## src/rtl/sub_saturate_pipe_if.sv

```systemverilog
`default_nettype none
// ============================================================================
//  Module      : sub_saturate_pipe_if
//  Description : Handshake and data bundle for sub_saturate_pipe.
//                Carries the operand pair with its valid/ready handshake, the
//                result with its valid/ready handshake, the saturation
//                counter clear and the saturation counter value.
//  Parameters  : N      - signed operand/result width
//                CNT_W  - saturation counter width
//  Modports    : master - upstream producer + downstream consumer side
//                slave  - the subtract/saturate pipeline itself
//  Revision    : 1.0  initial release
// ============================================================================
interface sub_saturate_pipe_if #(
    parameter int N     = 7,
    parameter int CNT_W = 16
);
    // Operand side
    logic                i_valid;
    logic                o_ready;
    logic signed [N-1:0] i_a;
    logic signed [N-1:0] i_b;

    // Result side
    logic                o_valid;
    logic                i_ready;
    logic signed [N-1:0] o_c;
    logic                o_sat;

    // Saturation statistics
    logic                i_clr_cnt;
    logic [CNT_W-1:0]    o_sat_cnt;

    modport master (
        output i_valid,
        input  o_ready,
        output i_a,
        output i_b,
        input  o_valid,
        output i_ready,
        input  o_c,
        input  o_sat,
        output i_clr_cnt,
        input  o_sat_cnt
    );

    modport slave (
        input  i_valid,
        output o_ready,
        input  i_a,
        input  i_b,
        output o_valid,
        input  i_ready,
        output o_c,
        output o_sat,
        input  i_clr_cnt,
        output o_sat_cnt
    );
endinterface
`default_nettype wire

```

## src/rtl/sub_saturate_pipe.sv

```systemverilog
`default_nettype none
// ============================================================================
//  Module      : sub_saturate_pipe
//  Description : Two-stage pipelined saturating subtractor c = sat(a - b)
//                with valid/ready flow control on both sides and a sticky
//                count of saturated results delivered downstream.
//                  S1 : full-precision (N+1 bit) difference
//                  S2 : clamped N-bit result and saturation flag
//  Ports       : i_clk       - clock, rising edge
//                i_rst       - synchronous active-high reset
//                bus.i_valid / bus.o_ready / bus.i_a / bus.i_b
//                            - operand pair and its handshake
//                bus.o_valid / bus.i_ready / bus.o_c / bus.o_sat
//                            - result, clamp flag and its handshake
//                bus.i_clr_cnt / bus.o_sat_cnt
//                            - clear and value of the saturation counter
//  Revision    : 1.0  initial release
// ============================================================================
module sub_saturate_pipe #(
    parameter int N     = 7,
    parameter int CNT_W = 16
) (
    input  wire logic          i_clk,
    input  wire logic          i_rst,
    sub_saturate_pipe_if.slave bus
);

    // ------------------------------------------------------------------------
    // Constants
    // ------------------------------------------------------------------------
    localparam logic signed [N-1:0] C_MAX     = {1'b0, {(N-1){1'b1}}};
    localparam logic signed [N-1:0] C_MIN     = {1'b1, {(N-1){1'b0}}};
    localparam logic [CNT_W-1:0]    C_CNT_MAX = {CNT_W{1'b1}};

    // ------------------------------------------------------------------------
    // Pipeline state
    // ------------------------------------------------------------------------
    logic                r_s1_valid;
    logic signed [N:0]   r_s1_diff;

    logic                r_s2_valid;
    logic signed [N-1:0] r_s2_c;
    logic                r_s2_sat;

    logic [CNT_W-1:0]    r_sat_cnt;

    // ------------------------------------------------------------------------
    // Flow control
    // ------------------------------------------------------------------------
    logic w_s2_load;
    logic w_s1_adv;
    logic w_in_hs;
    logic w_sat_hs;

    // S2 can take a new value when it is empty or its value leaves this cycle.
    assign w_s2_load = !r_s2_valid || bus.i_ready;

    // S1 can take a new pair when it is empty or its content moves into S2.
    // This is a pure function of register state and i_ready, so a stalled
    // pipe back-pressures in the same cycle without a skid buffer.
    assign w_s1_adv  = !r_s1_valid || w_s2_load;

    // Hold off upstream during reset so nothing is accepted and then lost.
    assign bus.o_ready = w_s1_adv && !i_rst;

    assign w_in_hs   = bus.i_valid && w_s1_adv;

    // A delivered result that was clamped.
    assign w_sat_hs  = r_s2_valid && bus.i_ready && r_s2_sat;

    // ------------------------------------------------------------------------
    // S1 input: exact difference in N+1 bits. Both operands are sign-extended
    // by one bit so the subtraction can never wrap.
    // ------------------------------------------------------------------------
    logic signed [N:0] w_a_ext;
    logic signed [N:0] w_b_ext;
    logic signed [N:0] w_diff;

    assign w_a_ext = {bus.i_a[N-1], bus.i_a};
    assign w_b_ext = {bus.i_b[N-1], bus.i_b};
    assign w_diff  = w_a_ext - w_b_ext;

    // ------------------------------------------------------------------------
    // S2 input: clamp the N+1 bit difference to N bits.
    // The difference fits in N bits exactly when its two top bits agree;
    // when they differ, the top bit tells which rail was crossed.
    // ------------------------------------------------------------------------
    logic                w_pos_ovf;
    logic                w_neg_ovf;
    logic signed [N-1:0] w_clamp_c;
    logic                w_clamp_sat;

    always_comb begin
        w_pos_ovf   = !r_s1_diff[N] &&  r_s1_diff[N-1];
        w_neg_ovf   =  r_s1_diff[N] && !r_s1_diff[N-1];
        w_clamp_c   = r_s1_diff[N-1:0];
        w_clamp_sat = 1'b0;
        if (w_pos_ovf) begin
            w_clamp_c   = C_MAX;
            w_clamp_sat = 1'b1;
        end else if (w_neg_ovf) begin
            w_clamp_c   = C_MIN;
            w_clamp_sat = 1'b1;
        end
    end

    // ------------------------------------------------------------------------
    // Stage 1 register
    // ------------------------------------------------------------------------
    always_ff @(posedge i_clk) begin
        if (i_rst) begin
            r_s1_valid <= 1'b0;
            r_s1_diff  <= '0;
        end else if (w_s1_adv) begin
            r_s1_valid <= bus.i_valid;
            // Only capture real operands; an empty slot keeps the old value
            // to avoid needless toggling.
            if (w_in_hs) begin
                r_s1_diff <= w_diff;
            end
        end
    end

    // ------------------------------------------------------------------------
    // Stage 2 register (output stage). Holding while stalled keeps
    // o_c/o_sat/o_valid stable until the consumer takes them.
    // ------------------------------------------------------------------------
    always_ff @(posedge i_clk) begin
        if (i_rst) begin
            r_s2_valid <= 1'b0;
            r_s2_c     <= '0;
            r_s2_sat   <= 1'b0;
        end else if (w_s2_load) begin
            r_s2_valid <= r_s1_valid;
            if (r_s1_valid) begin
                r_s2_c   <= w_clamp_c;
                r_s2_sat <= w_clamp_sat;
            end
        end
    end

    // ------------------------------------------------------------------------
    // Saturation event counter. Clear wins over the old value but not over a
    // coincident event, which is counted on top of the cleared value.
    // Sticks at all-ones instead of wrapping.
    // ------------------------------------------------------------------------
    always_ff @(posedge i_clk) begin
        if (i_rst) begin
            r_sat_cnt <= '0;
        end else if (bus.i_clr_cnt) begin
            r_sat_cnt <= CNT_W'(w_sat_hs);
        end else if (w_sat_hs && (r_sat_cnt != C_CNT_MAX)) begin
            r_sat_cnt <= r_sat_cnt + 1'b1;
        end
    end

    // ------------------------------------------------------------------------
    // Outputs
    // ------------------------------------------------------------------------
    assign bus.o_valid   = r_s2_valid;
    assign bus.o_c       = r_s2_c;
    assign bus.o_sat     = r_s2_sat;
    assign bus.o_sat_cnt = r_sat_cnt;

endmodule
`default_nettype wire
```

## src/flat_wrapper.sv

```systemverilog
// flat-port wrapper written by rule: the top's interface ports become plain ports
module sub_saturate_pipe_flat 
#(
    parameter int N     = 7,
    parameter int CNT_W = 16
)
  (i_clk, i_rst, bus_i_valid, bus_o_ready, bus_i_a, bus_i_b, bus_o_valid, bus_i_ready, bus_o_c, bus_o_sat, bus_i_clr_cnt, bus_o_sat_cnt);
  sub_saturate_pipe_if #(.N(N), .CNT_W(CNT_W)) bus_i ();
  input  wire logic i_clk;
  input  wire logic i_rst;
  input wire logic [$bits(bus_i.i_valid)-1:0] bus_i_valid;
  output wire logic [$bits(bus_i.o_ready)-1:0] bus_o_ready;
  input wire logic [$bits(bus_i.i_a)-1:0] bus_i_a;
  input wire logic [$bits(bus_i.i_b)-1:0] bus_i_b;
  output wire logic [$bits(bus_i.o_valid)-1:0] bus_o_valid;
  input wire logic [$bits(bus_i.i_ready)-1:0] bus_i_ready;
  output wire logic [$bits(bus_i.o_c)-1:0] bus_o_c;
  output wire logic [$bits(bus_i.o_sat)-1:0] bus_o_sat;
  input wire logic [$bits(bus_i.i_clr_cnt)-1:0] bus_i_clr_cnt;
  output wire logic [$bits(bus_i.o_sat_cnt)-1:0] bus_o_sat_cnt;
  assign bus_i.i_valid = bus_i_valid;
  assign bus_o_ready = bus_i.o_ready;
  assign bus_i.i_a = bus_i_a;
  assign bus_i.i_b = bus_i_b;
  assign bus_o_valid = bus_i.o_valid;
  assign bus_i.i_ready = bus_i_ready;
  assign bus_o_c = bus_i.o_c;
  assign bus_o_sat = bus_i.o_sat;
  assign bus_i.i_clr_cnt = bus_i_clr_cnt;
  assign bus_o_sat_cnt = bus_i.o_sat_cnt;
  sub_saturate_pipe #(.N(N), .CNT_W(CNT_W)) u_core (.i_clk(i_clk), .i_rst(i_rst), .bus(bus_i));
endmodule
```

## config.mk

```make
export PLATFORM = sky130hd
export DESIGN_NAME = sub_saturate_pipe_flat
export DESIGN_NICKNAME = d
export VERILOG_FILES = /design/src/rtl/sub_saturate_pipe_if.sv /design/src/rtl/sub_saturate_pipe.sv /design/src/flat_wrapper.sv
export SDC_FILE = /design/constraint.sdc
export NUM_CORES = 1
export LEC_CHECK = 0
export CAP_MARGIN = 10
export CORE_MARGIN = 3
export CORE_UTILIZATION = 50
export DETAILED_ROUTE_END_ITERATION = 10
export PLACE_DENSITY = 0.82
export SKIP_CTS_REPAIR_TIMING = 1
export SLEW_MARGIN = 20
export SYNTH_ARGS = -nofsm -noshare
export SYNTH_HDL_FRONTEND = slang
export SYNTH_SLANG_ARGS = --single-unit
export TNS_END_PERCENT = 20
```

## constraint.sdc

```tcl
create_clock -name i_clk -period 2.7 [get_ports i_clk]
set_clock_uncertainty 0.2 [all_clocks]
set_input_delay 0.54 -clock i_clk [delete_from_list [all_inputs] [get_ports i_clk]]
set_output_delay 0.54 -clock i_clk [all_outputs]
set_load 0.01 [all_outputs]
```

==> metrics <==
RSZ-0062 raised after global routing false; Layout Area Growth over Synthesis 33.7%; Nets 307; layout cells sized above 1 9.39%; Vias per Instance 5.80; setup TNS 0 ns; crit-path cells clkdlybuf4s50_1, and3b_1, nor2_1, clkdlybuf4s50_1; number of diodes 0; Commonest cells post-synth 34 x dfxtp_1, 19 x a21oi_1, 17 x inv_1, 17 x nor2_1; Routed WL ~4.3 mm; grt total ovfl 0; HP Class flip-flop to flip-flop; Cells after Synth 226; critical path depth 4; worst-margin pin slew 0.518 ns; hold depth 2; Primary FF master, synth dfxtp_1; multi-input gate area in the final layout 1180 um^2; run status completed; crit path DAT roughly 1.8 ns; Worst Path Max Fanout 2; clock network power share around 44%; CTS clk-pin slew, worst paths 0.07 ns; final worst-path cycle share 94.7%; io pins 45; post-DP HPWL between 3 and 4 mm; first-pass GRT wire length 7.48 mm; Avg Synthesized Cell Area around 8.6 um^2; die extent in x ~69 um; Critical Path Max Stage Delay 0.53 ns; final design utilization between 70 and 80%; Hold Vio Cnt, Final 0; Synth top area share 34.8%; max-slew violation count 0; NetSw 0.000299 W; Max rail drop VDD about 330 uV; buffers plus inverters on the worst setup path 2; Max Cap Viol 0; clk sinks 34; PwrDens 504 nW/um^2; vias in the first global route between 1500 and 2000; Synthesized Nets 257; Seq cells post-synth 34; Die ar. 4690 um^2; Yosys top cell by area dfxtp_1; Slowest-stage cell, CP clkdlybuf4s50_1; Seq pwr share 40.9%; static leakage 0.974 nW; CTS root buf clkbuf_8; R2R depth 5; critical path type input port to output pin; ys async rst share 0%; min Tclk post-route 2.56 ns; most used standard cell by instance count after synthesis dfxtp_1; Starting DRT DRC Count ~140; Fillers 310; Mapped Area 1950 um^2; gp weighted congestion 0.807; Initial Util 52.6%; CP startpoint kind input port; Yosys Warn Count 0; Fmax 391 MHz; flop2flop setup slack 0.73 ns; Setup crit end kind output pin; critical path required time 1.96 ns; Final ANT Viol Nets 0; H-Tree Depth 2; final setup fails 0; DIE HEIGHT about 69 um; slew margin rel. about 65%; IO buf count 44; Top cell by count, worst path clkdlybuf4s50_1; sw frac 22.7%; vias roughly 1900; Worst-Skew Late Latency ~0.29 ns; Combinational Power Share around 15%; initial antenna violation count 0; post-route cell area 2610 um^2; # DRC 0; core area 3720 um^2; CP top delay family buffers and inverters; sequential cell area fraction in the yosys report a little over a third; drt wl/cell 13.3 um; Longest Clk Path Bufs 2; FF/Latch Area 681 um^2; Synth cell types 53; cell-internal power 0.00102 W; largest net degree at the start of global routing 25; CTS tree yes; Post-DP Area roughly 2500 um^2; Synth area leaders dfxtp_1 35%, ha_1 7.0%, a21oi_1 4.9%; CTS Buf Count 5; TritonRoute pass-1 iters 4; # rows 22; Tot GR Track Use 20.8%; Post-synth EDFFs 0
[logic make-up after synthesis]
kind of cell / Yosys count / synth area share (%)
multiplexers: 2 / 1.02
adder cells (fa/ha/maj): 12 / 8.07
AND/OR/NAND/NOR: 90 / 28.5
AO/OA/AOI/OAI: 63 / 22.4
buffers and inverters: 24 / 4.74
flip-flops: 34 / 34.8
XOR/XNOR: 1 / 0.448
[cells in the final DEF, fill, tap and decap left out, types with 5 or more instances in the layout]
cell type and instances:
or4_1 7, clkdlybuf4s50_1 44, o31ai_1 5, clkbuf_8 6, buf_4 6, a21oi_1 19
nand2_1 10, nor2_1 17, nand3_1 11, nor4_1 5, inv_1 17, a211oi_1 9
o21a_1 5, and3_1 5, dfxtp_1 34, nor3_1 5, ha_1 11
[flip-flops by register name (all words and copies together) (netlist names)]
name	flops
u_core.bus.o_c	7
u_core.bus.o_sat	1
u_core.bus.o_sat_cnt	16
u_core.bus.o_valid	1
u_core.r_s1_diff	8
u_core.r_s1_valid	1
[worst paths after layout]
path,end,start
worst min-delay path,u_core.r_s1_diff[1]$_SDFFE_PP0P_,u_core.r_s1_diff[1]$_SDFFE_PP0P_
worst max-delay path,bus_o_ready,bus_i_ready
worst max register to register,u_core.bus.o_sat_cnt[14]$_SDFFE_PP0P_,u_core.bus.o_sat_cnt[0]$_SDFFE_PP0P_
worst min register to register,u_core.r_s1_diff[1]$_SDFFE_PP0P_,u_core.r_s1_diff[1]$_SDFFE_PP0P_
[per-layer routing]
metal,share of wire (%),routed length [um],up-vias,global-route usage [%]
met5,0,0,-,0
met4,1.8,79,0,8.44
met3,6.0,262,8,6.00
met2,50,2180,64,36.6
met1,42,1810,854,23.4
li1,-,-,958,-
[metrics by stage]
stage / worst slack (ns) / total power, W / hold slack [ns] / cells
4_1_cts: 0.136 / 0.00133 / 0.262 / 325
3_5_place_dp: 0.0112 / 0.000743 / 0.251 / 317
5_1_grt: 0.0814 / 0.00138 / 0.294 / 325
6_report: 0.143 / 0.00132 / 0.257 / 325
2_1_floorplan: 0.546 / 0.000663 / 0.237 / 226
3_3_place_gp: 0.0566 / 0.000738 / 0.245 / 317
[layout make-up]
type	count	area share, %
inverter	17	2.44
sequential	34	26.0
timing repair buffer	50	18.6
tap	48	2.30
multi-input combinational	168	45.2
clock buffer	6	3.16
clock inverter	2	2.30
[power groups by stage]
stage | Sequential (W) | Clock (W) | Combinational (W)
2_1_floorplan | 0.000551 | 0 | 0.000112
3_3_place_gp | 0.000549 | 0 | 0.000189
3_5_place_dp | 0.000550 | 0 | 0.000193
4_1_cts | 0.000539 | 0.000595 | 0.000195
5_1_grt | 0.000542 | 0.000618 | 0.000216
6_report | 0.000539 | 0.000584 | 0.000194
[worst reg2reg max path, delay by kind of cell (launching register included)]
kind / cells / cell delay (ns)
AND/OR/NAND/NOR: 3 / 0.85
flip-flops: 1 / 0.43
adder cells (fa/ha/maj): 1 / 0.26
AO/OA/AOI/OAI: 1 / 0.16
Note: power is estimated with default switching activity, not from simulation.
==> variant 1: new RTL, same flow settings <==
`CNT_W` is set to 16 in 3 places; all go to 24.
--- a/src/rtl/sub_saturate_pipe_if.sv
+++ b/src/rtl/sub_saturate_pipe_if.sv
@@ -13,7 +13,7 @@
 // ============================================================================
 interface sub_saturate_pipe_if #(
     parameter int N     = 7,
-    parameter int CNT_W = 16
+    parameter int CNT_W = 24
 );
     // Operand side
     logic                i_valid;
--- a/src/rtl/sub_saturate_pipe.sv
+++ b/src/rtl/sub_saturate_pipe.sv
@@ -18,7 +18,7 @@
 // ============================================================================
 module sub_saturate_pipe #(
     parameter int N     = 7,
-    parameter int CNT_W = 16
+    parameter int CNT_W = 24
 ) (
     input  wire logic          i_clk,
     input  wire logic          i_rst,
--- a/src/flat_wrapper.sv
+++ b/src/flat_wrapper.sv
@@ -2,7 +2,7 @@
 module sub_saturate_pipe_flat 
 #(
     parameter int N     = 7,
-    parameter int CNT_W = 16
+    parameter int CNT_W = 24
 )
   (i_clk, i_rst, bus_i_valid, bus_o_ready, bus_i_a, bus_i_b, bus_o_valid, bus_i_ready, bus_o_c, bus_o_sat, bus_i_clr_cnt, bus_o_sat_cnt);
   sub_saturate_pipe_if #(.N(N), .CNT_W(CNT_W)) bus_i ();
Ports: changed (resized bus_o_sat_cnt); port bits go from 45 to 53. No check against the original RTL was run, so the function may have changed too.
==> variant 1 against the original RTL <==
Sequential cell count up 8; fmax up 12%; via count up 21%; sequential share of layout area up 2.1 points; utilization up 0.87 points; worst setup slack better by 270 ps; first-iteration DRC count up 43%; cell area up 14%; highest routed layer unchanged; wire length up 30%; critical path depth up 5; total power down 5.9%; area after synthesis up 17%.
==> variant 1: results (changes against the original RTL) <==
[place]
globalplace.congestion=0.836  ; was 0.807
placedInstanceArea_um2=2910  ; was 2470 µm²
port_buffers=52  ; was 44
dp_cells=382  ; was 317
dpl_worst_slack_ps=98.4  ; was 11.2 ps

[logic_synthesis]
synthAdderAreaFrac_pct=6.88  ; was 8.07%
synth_xor_area_share_pct=0.764  ; was 0.448%
synth_compound_area_share_pct=19.3  ; was 22.4%
ys_types=42  ; was 53
muxShareOfSynthArea_pct=2.18  ; was 1.02%
synthTopCellsByArea=dfxtp_1, ha_1, a21oi_1, or3_1, nand2_1  ; was dfxtp_1, ha_1, a21oi_1, a211oi_1, inv_1

[finish]
nets=370  ; was 307
nFillCells=340  ; was 310
drive_gt1_share_pct=6.78  ; was 9.39%

[power_and_ir_drop]
p_leak_uw=0.00106  ; was 0.000974 µW
seq_power_uw=656  ; was 539 µW
power_frac_comb_pct=15.7  ; was 14.7%
switching_share_pct=26.1  ; was 22.7%

[global_routing]
use_met2_pct=34.1  ; was 36.6%
grt_usage_pct=22.2  ; was 20.8%
grt_pass1_vias=2084  ; was 1762
grt_pass1_wl_mm=9.54  ; was 7.48 mm

[timing]
relSlewSlack_pct=68.8  ; was 65.5%

[setup_path]
timing.rr.start=u_core.bus.o_sat_cnt[16]  ; was u_core.bus.o_sat_cnt[0]
crit_end=u_core.r_s1_diff[4]  ; was bus_o_ready
timing.rr.end=u_core.bus.o_sat_cnt[23]  ; was u_core.bus.o_sat_cnt[14]
crit_family=adder cells  ; was buffers and inverters
reg2reg_slack_ps=490  ; was 730 ps

[routing]
dr_wl_met2_mm=2.55  ; was 2.18 mm

[run_status]
status=finished clean  ; unchanged

## variant 1: cell count changes after synthesis, sizes merged, moves of 4 or more
cell    unedited run  this run
or3                3        17
nand2             11        24
clkbuf             5        17
a21oi             19        27
dfxtp             34        42
o21ai              6        13
and2               1         5
## variant 1: logic make-up (layout without fill, tap and decap cells)
family                     Yosys count  count (layout)
and+or+nand+nor                    122             122
adders and majority gates           12              12
DFF                                 42              42
AOI/OAI and AO/OA                   70              70
muxes                                5               5
xor gates and xnor gates             2               2
buffers and inverters               33              86
## variant 1: final cells by class
| class | instances | area [µm²] | share of cell area, % |
|---|---|---|---|
| flip-flops and latches | 42 | 841 | 28.1 |
| clock buffers | 7 | 76.3 | 2.55 |
| repair buffers | 64 | 626 | 20.9 |
| well taps | 50 | 62.6 | 2.09 |
| multi-input cells | 211 | 1330 | 44.5 |
| inverters | 15 | 56.3 | 1.88 |
==> variant 2: new RTL, config.mk and constraints unchanged <==
Made on the original files. Reset style: asynchronous (`i_rst`), changed in 3 clocked blocks. Comments in the files are not updated.
--- a/src/rtl/sub_saturate_pipe.sv
+++ b/src/rtl/sub_saturate_pipe.sv
@@ -107,7 +107,7 @@
     // ------------------------------------------------------------------------
     // Stage 1 register
     // ------------------------------------------------------------------------
-    always_ff @(posedge i_clk) begin
+    always_ff @(posedge i_clk or posedge i_rst) begin
         if (i_rst) begin
             r_s1_valid <= 1'b0;
             r_s1_diff  <= '0;
@@ -125,7 +125,7 @@
     // Stage 2 register (output stage). Holding while stalled keeps
     // o_c/o_sat/o_valid stable until the consumer takes them.
     // ------------------------------------------------------------------------
-    always_ff @(posedge i_clk) begin
+    always_ff @(posedge i_clk or posedge i_rst) begin
         if (i_rst) begin
             r_s2_valid <= 1'b0;
             r_s2_c     <= '0;
@@ -144,7 +144,7 @@
     // coincident event, which is counted on top of the cleared value.
     // Sticks at all-ones instead of wrapping.
     // ------------------------------------------------------------------------
-    always_ff @(posedge i_clk) begin
+    always_ff @(posedge i_clk or posedge i_rst) begin
         if (i_rst) begin
             r_sat_cnt <= '0;
         end else if (bus.i_clr_cnt) begin
Behaviour: differs if i_rst is asserted again (counterexample within 4 cycles, from zero or initial values and one cycle with i_rst high); with i_rst held inactive, the same outputs for 10 cycles.
==> variant 2 against the original RTL <==
Non-clock buffer count unchanged; area after synthesis increased by 6.7%; highest routed layer unchanged; sequential cell count unchanged; die area increased by 6.1%; sequential share of layout area increased by 5.7 points; cell area increased by 2.6%; worst setup slack improved by 70 ps; critical path depth increased by 4; register-to-register slack got worse by 110 ps; wire length increased by 2.2%; largest cell class unchanged; via count decreased by 2.7%.
Power is not compared: it rests on default switching activity, and its combinational part moved more than twofold at a synthesized area within 25%.
==> variant 2: results (changes against the original RTL) <==
[routing]
top_layer=met4  ; unchanged
via_per_inst=5.76  ; was 5.80
met1_length_mm=1.81  ; about the same
first_iter_violations=125  ; was 136
routed_wl_mm=4.43  ; was 4.33 mm
dr_wl_met2_mm=2.34  ; was 2.18 mm
met3_length_um=232  ; was 262 µm

[place]
place_hpwl_mm=3.40  ; was 3.24 mm
port_buffers=44  ; unchanged
dp_cells=310  ; was 317
placedInstanceArea_um2=2580  ; was 2470 µm²
globalplace.congestion=0.874  ; was 0.807

[global_routing]
grt_max_degree=35  ; was 25
grt_pass1_vias=1823  ; was 1762
grt_usage_pct=19.2  ; was 20.8%
antenna_found_initial=0  ; unchanged
grt_pass1_wl_mm=7.82  ; was 7.48 mm

[clocking]
htreeDepth=2  ; unchanged
cts.clk_slew.worst_paths_ps=70  ; about the same
clock_path_buffers=2  ; unchanged

[setup_path]
critPathArrivalTime_ps=2510  ; was 1820 ps
critPathSlowestCell=clkdlybuf4s50_1  ; unchanged
max_stage_delay_ps=460  ; was 530 ps
crit_family=compound AO/OA/AOI/OAI gates  ; was buffers and inverters

[logic_synthesis]
synthArstFlopShare_pct=100  ; was 0%
synth-seq-area-share_pct=40.8  ; was 34.8%
ys_types=47  ; was 53
syn_nets=252  ; was 257
yosysWarnings=0  ; unchanged
synthTopCellsByArea=dfrtp_1, ha_1, a21oi_1, mux2_2, inv_1  ; was dfxtp_1, ha_1, a21oi_1, a211oi_1, inv_1
synthTopCellsByCount=dfrtp_1, a21oi_1, inv_1  ; was dfxtp_1, a21oi_1, inv_1, nor2_1
syn_avg_cell_area_um2=9.44  ; was 8.65 µm²

[timing]
worst_slew_pin_slew_ps=479  ; was 518 ps
period_share_pct=92.1  ; was 94.7%

[finish]
finalNonFillerCells=318  ; was 325
largest_reg_flops=16  ; unchanged
drive_gt1_share_pct=11.9  ; was 9.39%
antenna_cells=0  ; unchanged
nets=300  ; was 307

[power_and_ir_drop]
max-vdd-ir-drop_uv=324
p_leak_uw=0.00114

[min_path]
holdCritPathClass=flip-flop to flip-flop  ; unchanged

[run_status]
status=finished clean  ; unchanged

## variant 2: cell type report
| cell class | instances | area (µm²) |
|---|---|---|
| Fill cell | 324 | 1140 |
| Multi-Input combinational cell | 159 | 1120 |
| Sequential cell | 34 | 851 |
| Timing Repair Buffer | 50 | 488 |
| Clock buffer | 6 | 82.6 |
| Inverter | 19 | 71.3 |
| Tap cell | 48 | 60.1 |
| Clock inverter | 2 | 12.5 |
## variant 2: through the flow
step / setup slack [ps] / utilization, % / setup TNS [ps] / power (µW) / hold slack, ps
floorplan: 397 / - / 0 / 875 / 250
global placement: -60.5 / 67.6 / -60.5 / 1060 / 266
detailed placement: -85.5 / 67.6 / -85.5 / 1070 / 271
CTS: 30.0 / 70.0 / 0 / 1460 / 288
global route: 116 / 70.1 / 0 / 1540 / 308
finish: 213 / 70.1 / 0 / 1450 / 283
## variant 2: metal layers
| metal | vias up | track usage (%) |
|---|---|---|
| met5 | - | 0 |
| met4 | 0 | 6.68 |
| met3 | 5 | 3.98 |
| met2 | 52 | 36.4 |
| met1 | 867 | 21.2 |
| li1 | 909 | - |
## variant 2: cell families (layout without fill, tap and decap cells)
kind of cell,Yosys count,in the layout,synth area share [%]
adders and majority gates,12,12,7.56
DFF,34,34,40.8
buffers and inverters,28,77,5.64
and+or+nand+nor,80,80,24.1
AOI/OAI and AO/OA,58,58,17.3
muxes,7,7,3.78
xor gates and xnor gates,2,2,0.840
## variant 2: worst paths after layout
kind	from	endpoint	slack [ps]	depth (start not counted)
min	u_core.r_s1_diff[4]	u_core.r_s1_diff[4]	280	2
min reg2reg	u_core.r_s1_diff[4]	u_core.r_s1_diff[4]	280	2
min in group asynchronous	i_rst	u_core.r_s1_valid	480	3
max reg2reg	u_core.bus.o_sat_cnt[0]	u_core.bus.o_sat_cnt[5]	620	6
max in group asynchronous	i_rst	u_core.bus.o_c[3]	1510	3
max	bus_i_b[0]	u_core.r_s1_diff[6]	210	8
## variant 2: power by group
| part | internal (µW) | switching (µW) | total [µW] | leakage, µW |
|---|---|---|---|---|
| clock network | 205 | 187 | 392 | 0.0000472 |
| registers | 588 | 59.0 | 647 | 0.000431 |
| logic | 219 | 190 | 409 | 0.000667 |
| total | 1010 | 437 | 1450 | 0.00114 |
## variant 2: worst reg2reg max path: stages (launching register included)
cell     delay (ps)
dfrtp_1         450
ha_1            310
nand3_1         160
nor4_4           50
buf_4           180
or4_1           490
a21oi_1         170
